===== config.mk =====
export PLATFORM = sky130hd
export DESIGN_NAME = alu_mult_seq_flat
export DESIGN_NICKNAME = d
export VERILOG_FILES = /design/src/rtl/alu_pkg.sv /design/src/rtl/alu_mult_seq_if.sv /design/src/rtl/alu_mult_seq.sv /design/src/flat_wrapper.sv
export SDC_FILE = /design/constraint.sdc
export NUM_CORES = 1
export LEC_CHECK = 0
export CAP_MARGIN = 10
export CORE_MARGIN = 3
export CORE_UTILIZATION = 42
export CTS_BUF_LIST = sky130_fd_sc_hd__clkbuf_2
export DETAILED_ROUTE_END_ITERATION = 7
export GPL_ROUTABILITY_DRIVEN = 0
export PLACE_DENSITY = 0.8
export SETUP_SLACK_MARGIN = 0.5
export SYNTH_ARGS = -nofsm -noshare
export SYNTH_HDL_FRONTEND = slang
export SYNTH_SLANG_ARGS = --single-unit

===== constraint.sdc =====
create_clock -name clk -period 1.5 [get_ports clk]
set_input_delay 0.375 -clock clk [delete_from_list [all_inputs] [get_ports clk]]
set_output_delay 0.375 -clock clk [all_outputs]
set_load 0.01 [all_outputs]

===== src/rtl/alu_pkg.sv =====
// Shared definitions for the 4-bit ALU and the shift-add multiply sequencer:
// ALU width, ALU op codes and the sequencer state encoding.
package alu_pkg;

    localparam int ALU_WIDTH = 4;

    localparam logic [2:0] ALU_OP_AND = 3'b000;
    localparam logic [2:0] ALU_OP_OR  = 3'b001;
    localparam logic [2:0] ALU_OP_ADD = 3'b010;
    localparam logic [2:0] ALU_OP_SUB = 3'b110;
    localparam logic [2:0] ALU_OP_SLT = 3'b111;

    typedef enum logic [1:0] {
        IDLE = 2'b00,
        RUN  = 2'b01,
        DONE = 2'b10
    } mult_state_e;

endpackage


===== src/rtl/alu_mult_seq_if.sv =====
// Command/product handshake bundle of the multiply sequencer.
// master = command issuer / product consumer, slave = the sequencer.
interface alu_mult_seq_if #(
    parameter int WIDTH = 4
);
    logic               start_valid;
    logic               start_ready;
    logic [WIDTH-1:0]   mcand;
    logic [WIDTH-1:0]   mplier;
    logic               res_valid;
    logic               res_ready;
    logic [2*WIDTH-1:0] product;
    logic               busy;

    modport master (
        output start_valid, mcand, mplier, res_ready,
        input  start_ready, res_valid, product, busy
    );

    modport slave (
        input  start_valid, mcand, mplier, res_ready,
        output start_ready, res_valid, product, busy
    );
endinterface


===== src/rtl/alu_mult_seq.sv =====
// Unsigned shift-add multiplier sequencer that borrows the external 4-bit
// ALU as its adder. Product = {acc, q} after WIDTH iterations.
// Optional macro MULT_SEQ_ZERO_BYPASS_EN: a zero operand skips the RUN
// iterations and goes straight to DONE with a zero product.
module alu_mult_seq
    import alu_pkg::*;
#(
    parameter int         WIDTH  = ALU_WIDTH,
    parameter logic [2:0] ADD_OP = ALU_OP_ADD
) (
    input  logic             clk,
    input  logic             rst,
    alu_mult_seq_if.slave    bus,
    output logic [WIDTH-1:0] alu_a,
    output logic [WIDTH-1:0] alu_b,
    output logic [2:0]       alu_op,
    input  logic [WIDTH-1:0] alu_result,
    input  logic             alu_cout
);

    localparam int                CNT_W    = $clog2(WIDTH);
    localparam logic [CNT_W-1:0]  CNT_LAST = CNT_W'(WIDTH - 1);

    mult_state_e      state_q, state_d;
    logic [WIDTH-1:0] acc_q, acc_d;
    logic [WIDTH-1:0] q_q, q_d;
    logic [WIDTH-1:0] m_q, m_d;
    logic [CNT_W-1:0] cnt_q, cnt_d;
    logic             start_ready_q, start_ready_d;
    logic             res_valid_q, res_valid_d;
    logic             busy_q, busy_d;
    logic             accept;

    // Next-state, datapath iteration and registered-output decode.
    always_comb begin
        state_d = state_q;
        acc_d   = acc_q;
        q_d     = q_q;
        m_d     = m_q;
        cnt_d   = cnt_q;
        accept  = bus.start_valid && start_ready_q;

        case (state_q)
            IDLE: begin
                if (accept) begin
                    m_d     = bus.mcand;
                    q_d     = bus.mplier;
                    acc_d   = '0;
                    cnt_d   = '0;
                    state_d = RUN;
`ifdef MULT_SEQ_ZERO_BYPASS_EN
                    if (bus.mcand == '0 || bus.mplier == '0) begin
                        q_d     = '0;
                        state_d = DONE;
                    end
`endif
                end
            end
            RUN: begin
                // 5-bit {cout,sum} shifts right by one into {acc,q}.
                if (q_q[0]) begin
                    {acc_d, q_d} = {alu_cout, alu_result, q_q[WIDTH-1:1]};
                end else begin
                    {acc_d, q_d} = {1'b0, acc_q, q_q[WIDTH-1:1]};
                end
                cnt_d = cnt_q + 1'b1;
                if (cnt_q == CNT_LAST) begin
                    state_d = DONE;
                end
            end
            DONE: begin
                if (bus.res_ready) begin
                    state_d = IDLE;
                end
            end
            default: state_d = IDLE;
        endcase

        start_ready_d = (state_d == IDLE);
        busy_d        = (state_d == RUN);
        res_valid_d   = (state_d == DONE);
    end

    // State, datapath and handshake flags with synchronous reset.
    always_ff @(posedge clk) begin
        if (rst) begin
            state_q       <= IDLE;
            acc_q         <= '0;
            q_q           <= '0;
            m_q           <= '0;
            cnt_q         <= '0;
            start_ready_q <= 1'b1;
            res_valid_q   <= 1'b0;
            busy_q        <= 1'b0;
        end else begin
            state_q       <= state_d;
            acc_q         <= acc_d;
            q_q           <= q_d;
            m_q           <= m_d;
            cnt_q         <= cnt_d;
            start_ready_q <= start_ready_d;
            res_valid_q   <= res_valid_d;
            busy_q        <= busy_d;
        end
    end

    assign bus.start_ready = start_ready_q;
    assign bus.res_valid   = res_valid_q;
    assign bus.busy        = busy_q;
    assign bus.product     = {acc_q, q_q};
    assign alu_a           = acc_q;
    assign alu_b           = m_q;
    assign alu_op          = ADD_OP;

endmodule


===== src/flat_wrapper.sv =====
// flat-port wrapper written by rule: the top's interface ports become plain ports
module alu_mult_seq_flat import alu_pkg::*;
#(
    parameter int         WIDTH  = ALU_WIDTH,
    parameter logic [2:0] ADD_OP = ALU_OP_ADD
)
  (clk, rst, alu_a, alu_b, alu_op, alu_result, alu_cout, bus_start_valid, bus_mcand, bus_mplier, bus_res_ready, bus_start_ready, bus_res_valid, bus_product, bus_busy);
  alu_mult_seq_if #(.WIDTH(WIDTH)) bus_i ();
  input  logic clk;
  input  logic rst;
  output logic [WIDTH-1:0] alu_a;
  output logic [WIDTH-1:0] alu_b;
  output logic [2:0] alu_op;
  input  logic [WIDTH-1:0] alu_result;
  input  logic alu_cout;
  input wire logic [$bits(bus_i.start_valid)-1:0] bus_start_valid;
  input wire logic [$bits(bus_i.mcand)-1:0] bus_mcand;
  input wire logic [$bits(bus_i.mplier)-1:0] bus_mplier;
  input wire logic [$bits(bus_i.res_ready)-1:0] bus_res_ready;
  output wire logic [$bits(bus_i.start_ready)-1:0] bus_start_ready;
  output wire logic [$bits(bus_i.res_valid)-1:0] bus_res_valid;
  output wire logic [$bits(bus_i.product)-1:0] bus_product;
  output wire logic [$bits(bus_i.busy)-1:0] bus_busy;
  assign bus_i.start_valid = bus_start_valid;
  assign bus_i.mcand = bus_mcand;
  assign bus_i.mplier = bus_mplier;
  assign bus_i.res_ready = bus_res_ready;
  assign bus_start_ready = bus_i.start_ready;
  assign bus_res_valid = bus_i.res_valid;
  assign bus_product = bus_i.product;
  assign bus_busy = bus_i.busy;
  alu_mult_seq #(.WIDTH(WIDTH), .ADD_OP(ADD_OP)) u_core (.clk(clk), .rst(rst), .bus(bus_i), .alu_a(alu_a), .alu_b(alu_b), .alu_op(alu_op), .alu_result(alu_result), .alu_cout(alu_cout));
endmodule

* Word-level counts from Yosys, hierarchy flattened
Cells that the tools add are included.
Widths: inputs -> output; s select.
** Operators by class
- $add $sub $neg :: 1
- Equality and inequality tests :: 6
- Multiply operators :: 0
- Div/mod/pow operators :: 0
- Reduce and logical (&&, ||, !) cells :: 6
- Shift-type cells :: 0
- Bitwise logic cells :: 0
- Mux-type cells :: 12
- $lt $le $gt $ge :: 0
** Operators by type and width (count)
- $mux 4 :: 4
- $pmux 4 s2 :: 2
- $mux 2 :: 4
- $eq 2x2->1 const B :: 3
- $pmux 2 s3 :: 1
- $eq 2x1->1 const B :: 2
- $logic_not 2->1 :: 2
- $pmux 2 s2 :: 1
- $reduce_and 2->1 :: 2
- $add 2x1->2 const B :: 1
- $ne 2x1->1 const B :: 1
- $reduce_bool 2->1 :: 1
- $logic_and 1x1->1 :: 1
** Word-level totals
- Input bits :: 17
- Register bits after elaboration :: 19
- Memories :: 0
- Word-level logic and storage cells :: 33
- Bits in latches :: 0
- RAM bits :: 0
- Bits in read-only memories :: 0

* Logic depth before layout (Yosys ltp)
- Depth after elaboration :: 4
- Mapped depth :: 4

* Worst setup path before layout
Ideal clock, no wire load.
- Path kind :: reg2reg
- Start point :: register u_core.q_q[0]
- End point :: register u_core.acc_q[2], in the netlist u_core.alu_a[2]
- Cell stages (with the launch flop) :: 5
- Setup time :: 0.132 ns
- Setup slack :: 0.407 ns
- Clock period less this slack :: 1.093 ns
- Path buffers :: 1
- Required time :: 1.368 ns
- Data arrival time :: 0.961 ns
- Cell sequence :: dfxtp_1 buf_2 mux2_2 nand2_1 a21oi_1
** On the way
- Cells in the longest elaborated chain, start to end :: 2
** RTL lines
- start: declaration :: line alu_mult_seq.sv:26 : logic [WIDTH-1:0] q_q, q_d;
- start signal: assignment :: line alu_mult_seq.sv:98 : q_q <= q_d;
- $mux 4 :: line alu_mult_seq.sv:61 : if (q_q[0]) begin
- $pmux 4 s2 :: line alu_mult_seq.sv:43 : case (state_q)
- end signal: assignment :: line alu_mult_seq.sv:88 : acc_q <= '0;
- end signal: assignment :: line alu_mult_seq.sv:97 : acc_q <= acc_d;
- end: declaration :: line alu_mult_seq.sv:25 : logic [WIDTH-1:0] acc_q, acc_d;
No other way between the ends.
A chain may end at the register's enable or synchronous reset.

* Worst setup path in the final report
- Start point :: register u_core.start_ready_q, in the netlist u_core.bus.start_ready
- End point :: register u_core.q_q[3]
** On the way
- Cells in the longest elaborated chain, start to end :: 3
** RTL lines
- start: declaration :: line alu_mult_seq.sv:29 : logic start_ready_q, start_ready_d;
- start signal: assignment :: line alu_mult_seq.sv:101 : start_ready_q <= start_ready_d;
- $logic_and 1x1->1 :: line alu_mult_seq.sv:41 : accept = bus.start_valid && start_ready_q;
- $ne 2x1->1 (no source line)
- $reduce_and 2->1 (no source line)
No other way between the ends.

==> results by group <==
Yosys
  • Synth Instances: 97
  • Post-synthesis sequential area ratio: 43.4%
  • Yosys top cell area share: 43.4%
  • Count leader, synth: dfxtp_1
  • Avg Cell Area, Syn: 9.03 sq um
  • Synth async-reset ratio: 0%
  • Commonest cells post-synth: dfxtp_1, nand2_1, a21oi_1
  • Synth Register Bits: 19
  • Mapped Area: 876 sq um
  • Yosys top cell by area: dfxtp_1
  • YS warnings: 0
  • Number of flops mapped to enable cells by yosys: 0
  • Distinct cell type count after synthesis: 25
  • Main synth FF type: dfxtp_1
  • Most area-consuming cells after synthesis: dfxtp_1, buf_4, a21oi_1

Clocking
  • Clk root buf: clkbuf_2
  • CTS tree: done
  • Clock Path Buffers: 2
  • Worst skew pair latency: 0.35 ns
  • Cts hold-fix bufs: 0
  • # H-tree levels: 1
  • CTS buffer count: 3
  • Clock Sinks: 19
  • Worst-path clk slew: 0.21 ns

Critical path
  • Critical Path RT: 1.76 ns
  • Type of origin of the critical path: flop
  • Crit-path cells: buf_6 > buf_6 > nand4bb_4 > buf_4 > nor2_4 > nor4_2
  • Worst R2R Start: u_core.bus.start_ready
  • Crit path kind: reg -> reg
  • Highest-delay cell along the critical path: dfxtp_2
  • Crit path largest cell delay: 0.38 ns
  • R2R cell count: 6
  • R2R Setup Slk: 0.15 ns
  • Cell with the most instances on the worst path: buf_6
  • CP Capture Type: flop
  • Crit Reg-Reg Endpoint: u_core.q_q[3]
  • Critical Path AT: 1.61 ns
  • Highest net fanout along the worst path: 8

Place
  • DP Worst Slack: -0.125 ns
  • Post-DP HPWL: 1480 um
  • IO buf count: 35

Job
  • Max_cap viols: 0

Route
  • Routed len/inst: 21.6 um
  • DRC: 0
  • DR vias/cell: 5.49
  • TritonRoute pass-1 iters: 4
  • Initial drt markers: 10
  • Routed WL: 3790 um
  • Vias after detailed routing: 961
  • Antenna-violating nets left: 0

Min path
  • Hold path cells: 2
  • Hold path endpoint: u_core.alu_b[2]
  • Hold path start: u_core.alu_b[2]
  • Hold Crit Class: reg -> reg

Timing
  • Skew final: 0.00970 ns
  • Max Clock Freq: 0.743 GHz
  • Sum Neg Setup Slack: 0 ns
  • Final setup fails: 0
  • Post-layout min period: 1.35 ns
  • Hold Fails Final Rpt: 0
  • RSZ-0062 raised after global routing: yes
  • Fin crit share: 89.8%
  • Fin worst setup slack: 0.153 ns
  • Count of pins over their slew limit: 0

Global routing
  • GRT Overall Usage: 22.8%
  • First-pass GRT wire length: 4350 um
  • Antenna violations before repair: 0
  • Vias in the first global route: 919
  • Largest net degree at the start of global routing: 14
  • Total global routing overflow: 0

Final layout
  • Fin util: 90.0%
  • Area Overhead vs Synth: 89.0%
  • Layout cell share with drive strength beyond 1: 74.7%
  • N_diodes: 0
  • NumNets Final: 169

Floorplanning
  • # rows: 15
  • Full die area: 2670 sq um
  • Core area: 1840 sq um
  • Chip height: 51.7 um
  • Boundary pin count: 39
  • Chip Width: 51.7 um
  • Initial core utilization: 47.6%

Power
  • Pwr Density: 767 nW/um^2
  • Total chip power: 1270 uW
  • Lkg Pwr: 0.000672 uW
  • Worst IR Drop VDD: 676 uV

Run status
  • Status: finished, final reports clean
[registers in the layout, indices dropped and copies added, names as in the netlist]
signal and flops:
u_core.cnt_q 2, u_core.state_q 2, u_core.bus.res_valid 1, u_core.alu_a 4
u_core.bus.busy 1, u_core.bus.start_ready 1, u_core.alu_b 4, u_core.q_q 4
[worst max-delay path: cells and delay by family, from the launching register on]
kind / cells / cell delay [ns]
buf+inv: 3 / 0.39
simple gates: 3 / 0.49
flops: 1 / 0.38
[cells by family after synthesis]
logic type	synth area share, %
AND/OR/NAND/NOR	25.0
buffers and inverters	12.6
other	0.857
adder cells (fa/ha/maj)	1.43
flip-flops	43.4
multiplexers	5.14
AO/OA/AOI/OAI	11.6
[report_power, final]
group          switching (uW)  internal [uW]
clock                     188           62.0
combinational             207            238
sequential               32.3            541
total                     427            842
[stage by stage]
stage	cell area, sq um	hold WS, ns	cells
after global routing	1660	0.495	175
after floorplan	916	0.428	98
after global placement	1210	0.447	148
after detailed placement	1210	0.450	148
after CTS	1480	0.473	168
final	1660	0.481	175
[cells in the final DEF (no fill, tap or decap), drive strengths merged]
| cell type | synthesis | routed |
|---|---|---|
| and2b | 1 | 1 |
| ha | 1 | 1 |
| nor3 | 6 | 6 |
| dlygate4sd2 | 0 | 1 |
| nand3 | 7 | 7 |
| inv | 1 | 1 |
| clkdlybuf4s50 | 0 | 15 |
| clkinvlp | 0 | 1 |
| nor4 | 1 | 1 |
| and4bb | 1 | 1 |
| conb | 2 | 3 |
| nand4bb | 1 | 1 |
| a211oi | 1 | 1 |
| a21oi | 11 | 11 |
| o221ai | 3 | 3 |
| o31ai | 1 | 1 |
| nor2 | 6 | 6 |
| nor2b | 1 | 1 |
| buf | 12 | 46 |
| mux2 | 4 | 4 |
| nand2 | 13 | 13 |
| nand2b | 2 | 2 |
| clkbuf | 2 | 3 |
| dfxtp | 19 | 19 |
| nor3b | 1 | 1 |
[what timing repair did]
| item | CTS | global route |
|---|---|---|
| endpoints found under the setup margin | 38 | 38 |
| resized for setup | 132 | 31 |
| endpoints found under the hold margin | 0 | 0 |
| setup buffers | 16 | 7 |
| pin swaps | 15 | 14 |
[final cells by class]
cell class,instances,area [sq um]
Tap cell,25,31.3
Sequential cell,19,409
Multi-Input combinational cell,64,577
Fill cell,74,184
Inverter,1,3.75
Timing Repair Buffer,62,612
Clock inverter,1,7.51
Clock buffer,3,15.0
[metal layers]
| layer | part of all wire (%) | routed length [um] | track usage, % | vias up |
|---|---|---|---|---|
| met5 | 0 | 0 | 0 | - |
| met4 | 3.8 | 144 | 7.86 | 0 |
| met3 | 7.1 | 270 | 7.16 | 14 |
| met2 | 51 | 1920 | 39.8 | 55 |
| met1 | 38 | 1460 | 26.0 | 461 |
| li1 | - | - | - | 431 |
[worst max-delay path by stage]
stage	start	slack, ns	endpoint	cells after the start
finish	u_core.bus.start_ready	0.15	u_core.q_q[3]	6
global route	u_core.bus.start_ready	0.09	u_core.q_q[3]	6
CTS	u_core.alu_a[2]	0.21	alu_a[2]	2
detailed placement	bus_start_valid	-0.13	u_core.q_q[2]	4
global placement	bus_start_valid	-0.09	u_core.q_q[0]	4
floorplan	bus_start_valid	0.49	u_core.q_q[0]	4
Note: power is estimated with default switching activity, not from simulation.
